<file path="config.mk">
export PLATFORM = sky130hd
export DESIGN_NAME = spi_master_fifo_ctrl
export DESIGN_NICKNAME = d
export VERILOG_FILES = /design/src/rtl/spi_master_fifo_ctrl.sv
export SDC_FILE = /design/constraint.sdc
export NUM_CORES = 1
export LEC_CHECK = 0
export CORE_ASPECT_RATIO = 0.6
export CORE_UTILIZATION = 52
export DETAILED_ROUTE_END_ITERATION = 16
export DONT_BUFFER_PORTS = 1
export HOLD_SLACK_MARGIN = 0.15
export PLACE_DENSITY = 0.67
export SYNTH_ARGS = -nofsm -noshare
export SYNTH_HDL_FRONTEND = slang
export SYNTH_SLANG_ARGS = --single-unit
export TNS_END_PERCENT = 20
</file>
<file path="constraint.sdc">
create_clock -name Clk -period 6.45 [get_ports Clk]
set_clock_uncertainty 0.15 [all_clocks]
set_input_delay 1.29 -clock Clk [delete_from_list [all_inputs] [get_ports Clk]]
set_output_delay 1.29 -clock Clk [all_outputs]
set_load 0.01 [all_outputs]
</file>
<file path="src/rtl/spi_master_fifo_ctrl.sv">
// Queues TX words and runs one spi_master transfer per word, capturing replies into an RX FIFO; Start fires 3 cycles after an idle push.
// Backpressure: InReady drops when TX is full; transfers stall in IDLE until an RX slot is free, so RX never overruns.

module spi_master_fifo_ctrl_fifo #(
  parameter int WIDTH = 8,
  parameter int DEPTH = 4,
  localparam int AW = $clog2(DEPTH),
  localparam int LW = AW + 1
) (
  input  logic             clk,
  input  logic             rst,
  input  logic             push,
  input  logic [WIDTH-1:0] push_dat,
  input  logic             pop,
  output logic [WIDTH-1:0] head_dat,
  output logic [LW-1:0]    level
);

  logic [WIDTH-1:0] mem_q [DEPTH];
  logic [WIDTH-1:0] mem_d [DEPTH];
  logic [AW-1:0]    wr_ptr_q, wr_ptr_d;
  logic [AW-1:0]    rd_ptr_q, rd_ptr_d;
  logic [LW-1:0]    level_q, level_d;

  always_comb begin
    mem_d    = mem_q;
    wr_ptr_d = wr_ptr_q;
    rd_ptr_d = rd_ptr_q;
    level_d  = level_q;
    if (push) begin
      mem_d[wr_ptr_q] = push_dat;
      wr_ptr_d        = wr_ptr_q + AW'(1);
    end
    if (pop) begin
      rd_ptr_d = rd_ptr_q + AW'(1);
    end
    if (push && !pop) begin
      level_d = level_q + LW'(1);
    end else if (!push && pop) begin
      level_d = level_q - LW'(1);
    end
  end

  always_ff @(posedge clk or posedge rst) begin
    if (rst) begin
      mem_q    <= '{default: '0};
      wr_ptr_q <= '0;
      rd_ptr_q <= '0;
      level_q  <= '0;
    end else begin
      mem_q    <= mem_d;
      wr_ptr_q <= wr_ptr_d;
      rd_ptr_q <= rd_ptr_d;
      level_q  <= level_d;
    end
  end

  assign head_dat = mem_q[rd_ptr_q];
  assign level    = level_q;

endmodule

module spi_master_fifo_ctrl #(
  parameter int DATA_WIDTH = 8,
  parameter int TX_DEPTH   = 4,
  parameter int RX_DEPTH   = 4,
  localparam int TLW = $clog2(TX_DEPTH) + 1,
  localparam int RLW = $clog2(RX_DEPTH) + 1
) (
  input  logic                  Clk,
  input  logic                  Reset,
  input  logic [1:0]            CfgMode,
  input  logic [DATA_WIDTH-1:0] InData,
  input  logic                  InValid,
  output logic                  InReady,
  output logic [DATA_WIDTH-1:0] OutData,
  output logic                  OutValid,
  input  logic                  OutReady,
  output logic [TLW-1:0]        TxLevel,
  output logic [RLW-1:0]        RxLevel,
  output logic                  Busy,
  output logic                  MStart,
  output logic [DATA_WIDTH-1:0] MTxData,
  output logic [1:0]            MMode,
  input  logic                  MDone,
  input  logic [DATA_WIDTH-1:0] MRxData
);

  typedef enum logic [2:0] {S_IDLE, S_LOAD, S_START, S_WAIT, S_STORE} state_t;

  localparam logic [TLW-1:0] TX_FULL_LVL = TLW'(TX_DEPTH);
  localparam logic [RLW-1:0] RX_FULL_LVL = RLW'(RX_DEPTH);

  state_t                state_q, state_d;
  logic [DATA_WIDTH-1:0] mtx_data_q, mtx_data_d;
  logic [1:0]            mmode_q, mmode_d;
  logic                  mdone_q, mdone_d;

  logic                  tx_push, tx_pop, rx_push, rx_pop;
  logic [DATA_WIDTH-1:0] tx_head;
  logic [RLW-1:0]        rx_level_nxt;

  assign tx_push = InValid && InReady;
  assign rx_pop  = OutValid && OutReady;

  spi_master_fifo_ctrl_fifo #(.WIDTH(DATA_WIDTH), .DEPTH(TX_DEPTH)) u_tx_fifo (
    .clk      (Clk),
    .rst      (Reset),
    .push     (tx_push),
    .push_dat (InData),
    .pop      (tx_pop),
    .head_dat (tx_head),
    .level    (TxLevel)
  );

  spi_master_fifo_ctrl_fifo #(.WIDTH(DATA_WIDTH), .DEPTH(RX_DEPTH)) u_rx_fifo (
    .clk      (Clk),
    .rst      (Reset),
    .push     (rx_push),
    .push_dat (MRxData),
    .pop      (rx_pop),
    .head_dat (OutData),
    .level    (RxLevel)
  );

  // Only consulted in IDLE, where nothing is in flight and RX is never pushed,
  // so the reserved slot is zero and the next level is just the current level minus a pop.
  assign rx_level_nxt = RxLevel - RLW'(rx_pop);

  always_comb begin
    state_d    = state_q;
    mtx_data_d = mtx_data_q;
    mmode_d    = mmode_q;
    mdone_d    = MDone;
    tx_pop     = 1'b0;
    rx_push    = 1'b0;
    case (state_q)
      S_IDLE: begin
        if ((TxLevel != '0) && (rx_level_nxt < RX_FULL_LVL)) begin
          state_d = S_LOAD;
        end
      end
      S_LOAD: begin
        tx_pop     = 1'b1;
        mtx_data_d = tx_head;
        mmode_d    = CfgMode;
        state_d    = S_START;
      end
      S_START: state_d = S_WAIT;
      S_WAIT: begin
        // A Done level left high by the previous transfer must not complete this one.
        if (MDone && !mdone_q) begin
          state_d = S_STORE;
        end
      end
      S_STORE: begin
        rx_push = 1'b1;
        state_d = S_IDLE;
      end
      default: state_d = S_IDLE;
    endcase
  end

  always_ff @(posedge Clk or posedge Reset) begin
    if (Reset) begin
      state_q    <= S_IDLE;
      mtx_data_q <= '0;
      mmode_q    <= '0;
      mdone_q    <= 1'b0;
    end else begin
      state_q    <= state_d;
      mtx_data_q <= mtx_data_d;
      mmode_q    <= mmode_d;
      mdone_q    <= mdone_d;
    end
  end

  assign InReady  = (TxLevel != TX_FULL_LVL);
  assign OutValid = (RxLevel != '0);
  assign Busy     = (state_q != S_IDLE);
  assign MStart   = (state_q == S_START);
  assign MTxData  = mtx_data_q;
  assign MMode    = mmode_q;

endmodule

</file>
Word level (Yosys, flattened, before mapping)

Index checks and enable logic that the tools add are counted.
W data, S select, Z words.

Add/sub/neg operators: 9
Multiply operators: 0
Divide/modulo/power cells: 0
Magnitude comparators: 7
Equality and inequality tests: 7
Shift operators: 0
Muxes and demuxes: 21
Bitwise operators: 4
Reduce and logical (&&, ||, !) cells: 22

Operator list:

| cell                  | count |
|---|---|
| $bwmux W32            | 2 |
| $mux W8               | 6 |
| $bmux W8 S2           | 2 |
| $demux W8 S2          | 2 |
| $mux W3               | 6 |
| $ge A3 B3 Y1 const B  | 4 |
| $not A2 Y3            | 4 |
| $pmux W3 S4           | 1 |
| $logic_and A1 B1 Y1   | 10 |
| $reduce_bool A3 Y1    | 3 |
| $add A2 B1 Y2 const B | 4 |
| $add A3 B1 Y3 const B | 2 |
| $eq A3 B2 Y1 const B  | 2 |
| $lt A3 B1 Y1 const B  | 2 |
| $sub A3 B1 Y3 const B | 2 |
| $logic_not A1 Y1      | 5 |
| $ne A2 B2 Y1 const B  | 2 |
| $reduce_bool A2 Y1    | 2 |
| $eq A3 B1 Y1 const B  | 1 |
| $eq A3 B3 Y1 const B  | 1 |
| $logic_not A3 Y1      | 1 |
| $lt A3 B3 Y1 const B  | 1 |
| $ne A3 B3 Y1 const B  | 1 |
| $sub A3 B1 Y3         | 1 |
| 2 further kinds       | 3 |

Register bits after elaboration: 92
Bits in latches: 0
RAM bits: 0
Memory bits (read-only): 0
Bits of input ports: 23
Output and inout port bits: 28
Logic and storage cells: 88
Memories: 0

Longest topological paths before layout

Gate-level depths: netlist of the first run.

Depth in word-level cells: 7
Mapped depth: 9
Mapped depth without buffers: 8

By module

From an unflattened synthesis of the first run, not the netlist that was laid out.

Cells, all modules: 263
Area total of the unflattened synthesis: 4098.9 µm²

Modules (own cells, without submodules):

| module                    | times used | cells an instance | area an instance (µm²) | sequential area each (µm²) |
|---|---|---|---|---|
| spi_master_fifo_ctrl_fifo | 2          | 108               | 1746.7                 | 975.9 |
| spi_master_fifo_ctrl      | 1          | 47                | 605.6                  | 350.3 |

Worst setup path after synthesis of the first run

Ideal clock, no wire load.

Path type: in2reg
From: input port InValid
To: register u_tx_fifo.level_q[1] (netlist: u_tx_fifo.level[1])
Library setup time: 125 ps
Data arrival time: 2379 ps
Required time: 6175 ps
Path slack: 3796 ps
Stages: 5
Buffers on the path: 0
Path through: and2_2 -> ha_1 -> inv_1 -> fa_1 -> mux2_2

Elaborated cells on any way between the ends: 6
Classes of those cells: 1 x mux; 5 x reduce/logical

RTL lines:

| element                  | line | RTL |
|---|---|---|
| start, declared          | 74   | `input logic InValid,` |
| $logic_and A1 B1 Y1      | 103  | `assign tx_push = InValid && InReady;` |
| $logic_and A1 B1 Y1      | 37   | `if (push && !pop) begin` |
| $mux W3                  | 37   |  |
| via u_tx_fifo.level_d[1] | 23   | `logic [LW-1:0] level_q, level_d;` |
| end signal, assigned     | 54   | `level_q <= level_d;` |
| end, declared            | 23   |  |

The timed path passes the listed nets, and every way through them passes these cells.
A chain may end at the register's enable or synchronous reset.

Final worst setup path of the first run

From: register u_rx_fifo.rd_ptr_q[0]
To: output port OutData[1]

Word-level cells in the longest chain between the ends: 4

Ends and longest elaborated chain:

| element                                    | line | RTL |
|---|---|---|
| start, declared                            | 22   | `logic [AW-1:0] rd_ptr_q, rd_ptr_d;` |
| start signal, assigned                     | 53   | `rd_ptr_q <= rd_ptr_d;` |
| $not A2 Y3 (not written as such)           | 58   | `assign head_dat = mem_q[rd_ptr_q];` |
| $bmux W8 S2                                | 58   |  |
| $mux W8 (not written as such) (2 in a row) | 58   |  |
| end, declared                              | 76   | `output logic [DATA_WIDTH-1:0] OutData,` |

No other way between the ends. The select of a mux whose other input is x is not followed.

==> key figures, run 1 <==
Routing
  • Routed Antenna Nets: 0
  • Residual DRC count: 0
  • Routed via count: between 2k and 2.5k
  • DRT Wirelength: 7.29 mm
  • Vias per cell: 5.50
  • Routed length per instance: about 20 um
  • Iteration-0 DRC Markers: between 100 and 150
  • TritonRoute pass-1 iters: 4

Layout
  • Utilization after layout: 58.3%
  • Filler cells: 608
  • Area growth from synthesis to final layout: 7.62%
  • Ant. Diodes: 0
  • Cell Count, Final, Fillers Out: 374
  • Layout cells sized above 1: 42.5%
  • Layout Nets: 296

Clocking
  • Post-CTS Setup Bufs: 0
  • # H-tree levels: 3
  • Clk slew on worst S/H paths: 0.06 ns
  • Root buffer cell: clkbuf_16
  • CTS Sinks: 92
  • # resized after CTS: 0
  • CTS Buf Count: 9
  • Hold Buf Count CTS: 0
  • Latest clock arrival within the worst-skew pair: approximately 0.34 ns
  • CTS tree: yes
  • Clock Path Buffers: 2

Floorplan
  • FP Rows: 25
  • Die Area: ~8600 um^2
  • Die Ht: 72.3 um
  • Starting density of the core: 54.2%
  • I/O Pins: 51
  • Overall die width: 119 um
  • Placeable Area: 7910 um^2

Logic synthesis
  • Register area share after synthesis: roughly 54%
  • Share of Yosys cell area claimed by the top area cell type: between 50% and 60%
  • Synth area leader: dfrtp_1
  • Flop and latch count out of synthesis: approximately 90
  • Post-synthesis cell type count: 32
  • Synth area leaders: dfrtp_1, mux2_4, mux2_2
  • Post-Syn Nets: 299
  • Mapped Area: 4290 um^2
  • Mean area per synthesized cell: 16.2 um^2
  • Ys Warns: 0
  • Cells after Synth: 264

Timing
  • Max-slew violation count: 0
  • Setup Total Neg Slack: 0 ns
  • RSZ-0062 raised after global routing: no
  • Achievable Freq: approximately 320 MHz
  • Relative slew margins: a little over half
  • Worst Tran Pin Value: 0.719 ns
  • Final Hold Fails: 0
  • Crit share post-route: approximately half
  • Setup violators final: 0
  • Min Tclk post-route: approximately 3.1 ns

Setup path
  • CP delay by family, top: flip-flops
  • Worst path cell trace: mux4_2
  • R2r setup slk: 3.92 ns
  • CP max-delay cell: dfrtp_1
  • Worst Setup Start Kind: register
  • Required @ worst endpoint: approximately 5 ns
  • Critical Path AT: 1.71 ns
  • Reg2reg start: u_tx_fifo.level[0]
  • Crit Path Class: register to output pin
  • CP max stage delay: about 0.73 ns
  • Worst Path Max Fanout: 10
  • Reg2reg end: u_tx_fifo.level[1]
  • CP endpoint kind: output pin
  • WP buf/inv: 0
  • Cell depth of the worst flop-to-flop path: 6

Hold path
  • Worst Hold End: u_rx_fifo.mem_q[15]
  • Hold Crit Start: u_rx_fifo.mem_q[15]
  • Hold/Removal Path Class: register to register
  • Hold Path Cell Cnt: 1

Placement
  • Buffers on Ports: 0
  • Routability-driven placement congestion ratio: 0.712
  • Post-Place Cells: around 360
  • DPL Wire Length: 5.03 mm

GRT
  • Largest net degree at the start of global routing: just under 60
  • First-pass GRT wire length: 12.5 mm
  • Vias in the first global route: roughly 2.3k
  • GRT overflow: 0
  • GR Util All Layers: about 20%
  • Antenna violations before repair: 0

Pwr
  • Leak Pwr: 0.00210 uW
  • Max IR drop VDD: 0.297 mV
  • P per Cell Area: 486 nW/um^2

Status
  • Status: complete, no violations

Flow run
  • # Max-Cap Violations: 0
stage by stage:
step	worst slack, ns	power [uW]	hold WS (ns)	area (um^2)
final	3.30	2240	0.353	4610
after global routing	3.19	2390	0.372	4610
after CTS	3.25	2260	0.356	4610
after detailed placement	3.62	1730	0.341	4310
after global placement	3.65	1700	0.335	4310
after floorplan	2.62	1610	0.325	4290
sequential cells by signal, summed over array words and instances, names as in the netlist:
| signal | cells |
|---|---|
| u_rx_fifo.mem_q | 32 |
| u_tx_fifo.mem_q | 32 |
| MTxData | 8 |
| state_q | 3 |
| u_rx_fifo.level | 3 |
| u_tx_fifo.level | 3 |
| MMode | 2 |
| u_rx_fifo.rd_ptr_q | 2 |
| u_rx_fifo.wr_ptr_q | 2 |
| u_tx_fifo.rd_ptr_q | 2 |
| u_tx_fifo.wr_ptr_q | 2 |
| mdone_q | 1 |
where the power goes:
group          leakage (uW)  internal (uW)  switching [uW]
Combinational      0.000796            446             226
Sequential          0.00115            803             241
Clock              0.000153            310             214
Total               0.00210           1560             681
cell usage after synthesis, drive strengths merged:
cell	number
and2	5
xor2	5
dfrtp	92
o41ai	1
fa	2
or3b	3
ha	10
xnor2	7
nor3	1
or3	2
a21boi	1
clkbuf	2
nor3b	2
and3	4
and3b	2
nor2	5
buf	13
o21ai	2
nand3	2
nand2	2
inv	8
a211oi	1
mux2	76
mux4	16
kinds of logic (layout without fill, tap and decap cells):
family	Yosys count	in the layout	share of synthesized area, %
compound gates	5	5	0.788
mux	92	92	31.2
xor+xnor	12	12	2.45
flops	92	92	53.7
fa+ha+maj	12	12	3.85
buf+inv	23	25	3.47
simple gates	28	28	4.55
per-layer routing:
metal / vias up / GRT usage, % / part of all wire (%)
met5: - / 0 / 0
met4: 0 / 7.17 / 1.4
met3: 10 / 7.00 / 5.4
met2: 39 / 27.6 / 42
met1: 1077 / 28.4 / 51
li1: 932 / - / -
cell type report:
cell class | count | area, um^2 | area share (%)
clock inverter | 6 | 62.6 | 1.36
timing repair buffer | 1 | 7.51 | 0.163
multi-input combinational | 149 | 1840 | 39.8
inverter | 8 | 31.3 | 0.678
tap | 108 | 135 | 2.93
clock buffer | 10 | 239 | 5.18
sequential | 92 | 2300 | 49.9
worst max path at each step:
stage | startpoint | endpoint | slack (ns) | depth (start not counted)
3_5_place_dp | u_rx_fifo.rd_ptr_q[0] | OutData[1] | 3.62 | 1
5_1_grt | u_rx_fifo.rd_ptr_q[0] | OutData[1] | 3.19 | 1
4_1_cts | u_rx_fifo.rd_ptr_q[0] | OutData[1] | 3.25 | 1
6_report | u_rx_fifo.rd_ptr_q[0] | OutData[1] | 3.30 | 1
2_1_floorplan | Reset | MMode[0] | 2.62 | 1
3_3_place_gp | u_rx_fifo.rd_ptr_q[0] | OutData[1] | 3.65 | 1
placed cells by master, fill, tap and decap left out, types with 2 or more instances in the layout:
cell type	synthesis	final
mux2_2	40	40
or3_1	2	2
and3_4	4	4
inv_1	8	7
and3b_1	2	2
nand3_1	2	2
nor2_1	5	5
ha_1	10	10
xor2_1	5	5
or3b_1	2	2
and2_1	4	4
o21ai_0	2	2
dfrtp_1	92	92
clkbuf_16	0	9
clkinv_2	0	4
xnor2_1	7	7
nand2_1	2	2
fa_1	2	2
mux4_2	16	16
mux2_4	32	32
mux2_1	4	4
Power figures use the tool's default switching activity.
==> run 2, diff against run 1 <==
Settings changed: PLACE_DENSITY 0.67 to 0.7.
Clock period 6.45 ns to 2.8 ns, I/O delays scaled along.
==> key figures, run 2 (synthesis results as in run 1) <==
Status
  • Status: complete, no violations

Setup path
  • Stages on the worst setup path: 1
  • CP endpoint kind: output pin
  • Worst Setup Start Kind: register
  • CP max stage delay: 0.73 ns
  • CP max-delay cell: dfrtp_1
  • Crit Path Class: register to output pin
  • Reg2reg end: u_tx_fifo.level[1]
  • CP delay by family, top: flip-flops
  • Cell depth of the worst flop-to-flop path: 6
  • Worst path cell trace: mux4_2
  • Reg2reg start: u_tx_fifo.level[0]
  • R2r setup slk: 0.43 ns
  • WP buf/inv: 0
  • Critical Path AT: 1.72 ns
  • Worst Path Max Fanout: 10
  • Required @ worst endpoint: 2.09 ns

Layout
  • Area growth from synthesis to final layout: 8.99%
  • Commonest non-fill, non-tap cell in the layout: dfrtp_1
  • Filler cells: 596
  • Highest-count cells in the layout ignoring fill and taps: dfrtp_1, mux2_2, mux2_4
  • Finished Cell Area: 4670 um^2
  • Layout cells sized above 1: 42.8%
  • Layout Nets: 301
  • Ant. Diodes: 0

Hold path
  • Hold/Removal Path Class: input port to register
  • Hold Path Cell Cnt: 1
  • Hold Crit Start: CfgMode[0]
  • Worst Hold End: MMode[0]

Timing
  • Achievable Freq: 411 MHz
  • Max-slew violation count: 0
  • Final Hold Fails: 0
  • Setup Total Neg Slack: 0 ns
  • Setup violators final: 0
  • Worst Tran Pin Value: ~0.67 ns
  • Min Tclk post-route: 2.43 ns
  • RSZ-0062 raised after global routing: no
  • Crit share post-route: 86.8%
  • Post-layout worst setup margin: 0.369 ns
  • Relative slew margins: 55.2%

Floorplan
  • Overall die width: 119 um
  • I/O Pins: 51
  • FP Rows: 25
  • Die Ht: about 72 um
  • Starting density of the core: 54.2%
  • Placeable Area: slightly below 8000 um^2
  • Die Area: 8620 um^2

Flow run
  • # Max-Cap Violations: 0

Clocking
  • CTS Buf Count: 9
  • Root buffer cell: clkbuf_16
  • CTS Sinks: between 90 and 100
  • Post-CTS Setup Bufs: 0
  • Latest clock arrival within the worst-skew pair: 0.34 ns
  • # H-tree levels: 3
  • Clk slew on worst S/H paths: 0.06 ns
  • CTS tree: yes
  • Clock Path Buffers: 2

Routing
  • Routed length per instance: 18.9 um
  • Iteration-0 DRC Markers: between 70 and 80
  • DRT Wirelength: 7.17 mm
  • TritonRoute pass-1 iters: 4
  • Residual DRC count: 0
  • Routed via count: 2070
  • Routed Antenna Nets: 0
  • Vias per cell: ~5.5

Placement
  • DPL Wire Length: 4.91 mm
  • Routability-driven placement congestion ratio: about 0.75
  • Area after DPL: 4350 um^2
  • Setup slack at placement: ~0.44 ns
  • Buffers on Ports: 0

GRT
  • GR Util All Layers: 18.6%
  • Largest net degree at the start of global routing: 48
  • Vias in the first global route: 2191
  • Antenna violations before repair: 0
  • GRT overflow: 0
  • First-pass GRT wire length: 11.9 mm

Pwr
  • P per Cell Area: 1110 nW/um^2
  • Leak Pwr: 0.00213 uW
  • Max IR drop VDD: between 0.6 and 0.7 mV
==> run 2: worst max-delay path by stage <==
| stage | slack (ns) | endpoint | startpoint |
|---|---|---|---|
| final | 0.37 | OutData[6] | u_rx_fifo.rd_ptr_q[0] |
| after CTS | 0.31 | OutData[6] | u_rx_fifo.rd_ptr_q[0] |
| after floorplan | 0.41 | u_tx_fifo.level[1] | u_tx_fifo.level[0] |
| after global routing | 0.28 | OutData[6] | u_rx_fifo.rd_ptr_q[0] |
| after global placement | 0.48 | u_tx_fifo.level[1] | u_tx_fifo.level[0] |
| after detailed placement | 0.44 | u_tx_fifo.level[1] | u_tx_fifo.level[0] |
==> run 2: repair_timing <==
action,4_1_cts,5_1_grt
endpoints found under the hold margin,30,0
gates resized for setup,0,0
hold buffers,2,0
==> run 2: power by group <==
part           total, uW  switching, uW  internal [uW]
clock network       1220            484            734
registers           2390            542           1850
logic               1570            522           1050
total               5180           1550           3630
==> run 2: stage by stage <==
stage          hold slack (ns)  instances  power [uW]  util [%]
6_report                 0.206        379        5180      59.0
5_1_grt                  0.198        379        5500      59.0
3_3_place_gp             0.334        361        3950      55.0
2_1_floorplan            0.325        264        3710         -
4_1_cts                  0.193        379        5250      59.0
3_5_place_dp             0.340        361        3990      55.0
==> run 2: cell type report <==
cell class,count,area [um^2],share of cell area (%)
Clock inverter,5,50.0,1.07
Timing Repair Buffer,6,62.6,1.34
Multi-Input combinational cell,149,1840,39.3
Tap cell,108,135,2.89
Sequential cell,92,2300,49.3
Clock buffer,11,253,5.41
Inverter,8,33.8,0.723
==> run 2: per-layer routing <==
layer  GRT usage (%)  vias to the layer above  routed length, um
li1                -                      945                  -
met1            27.4                     1075               3690
met2            25.2                       37               3000
met3            6.05                       13                369
met4            8.02                        0                107
met5               0                        -                  0
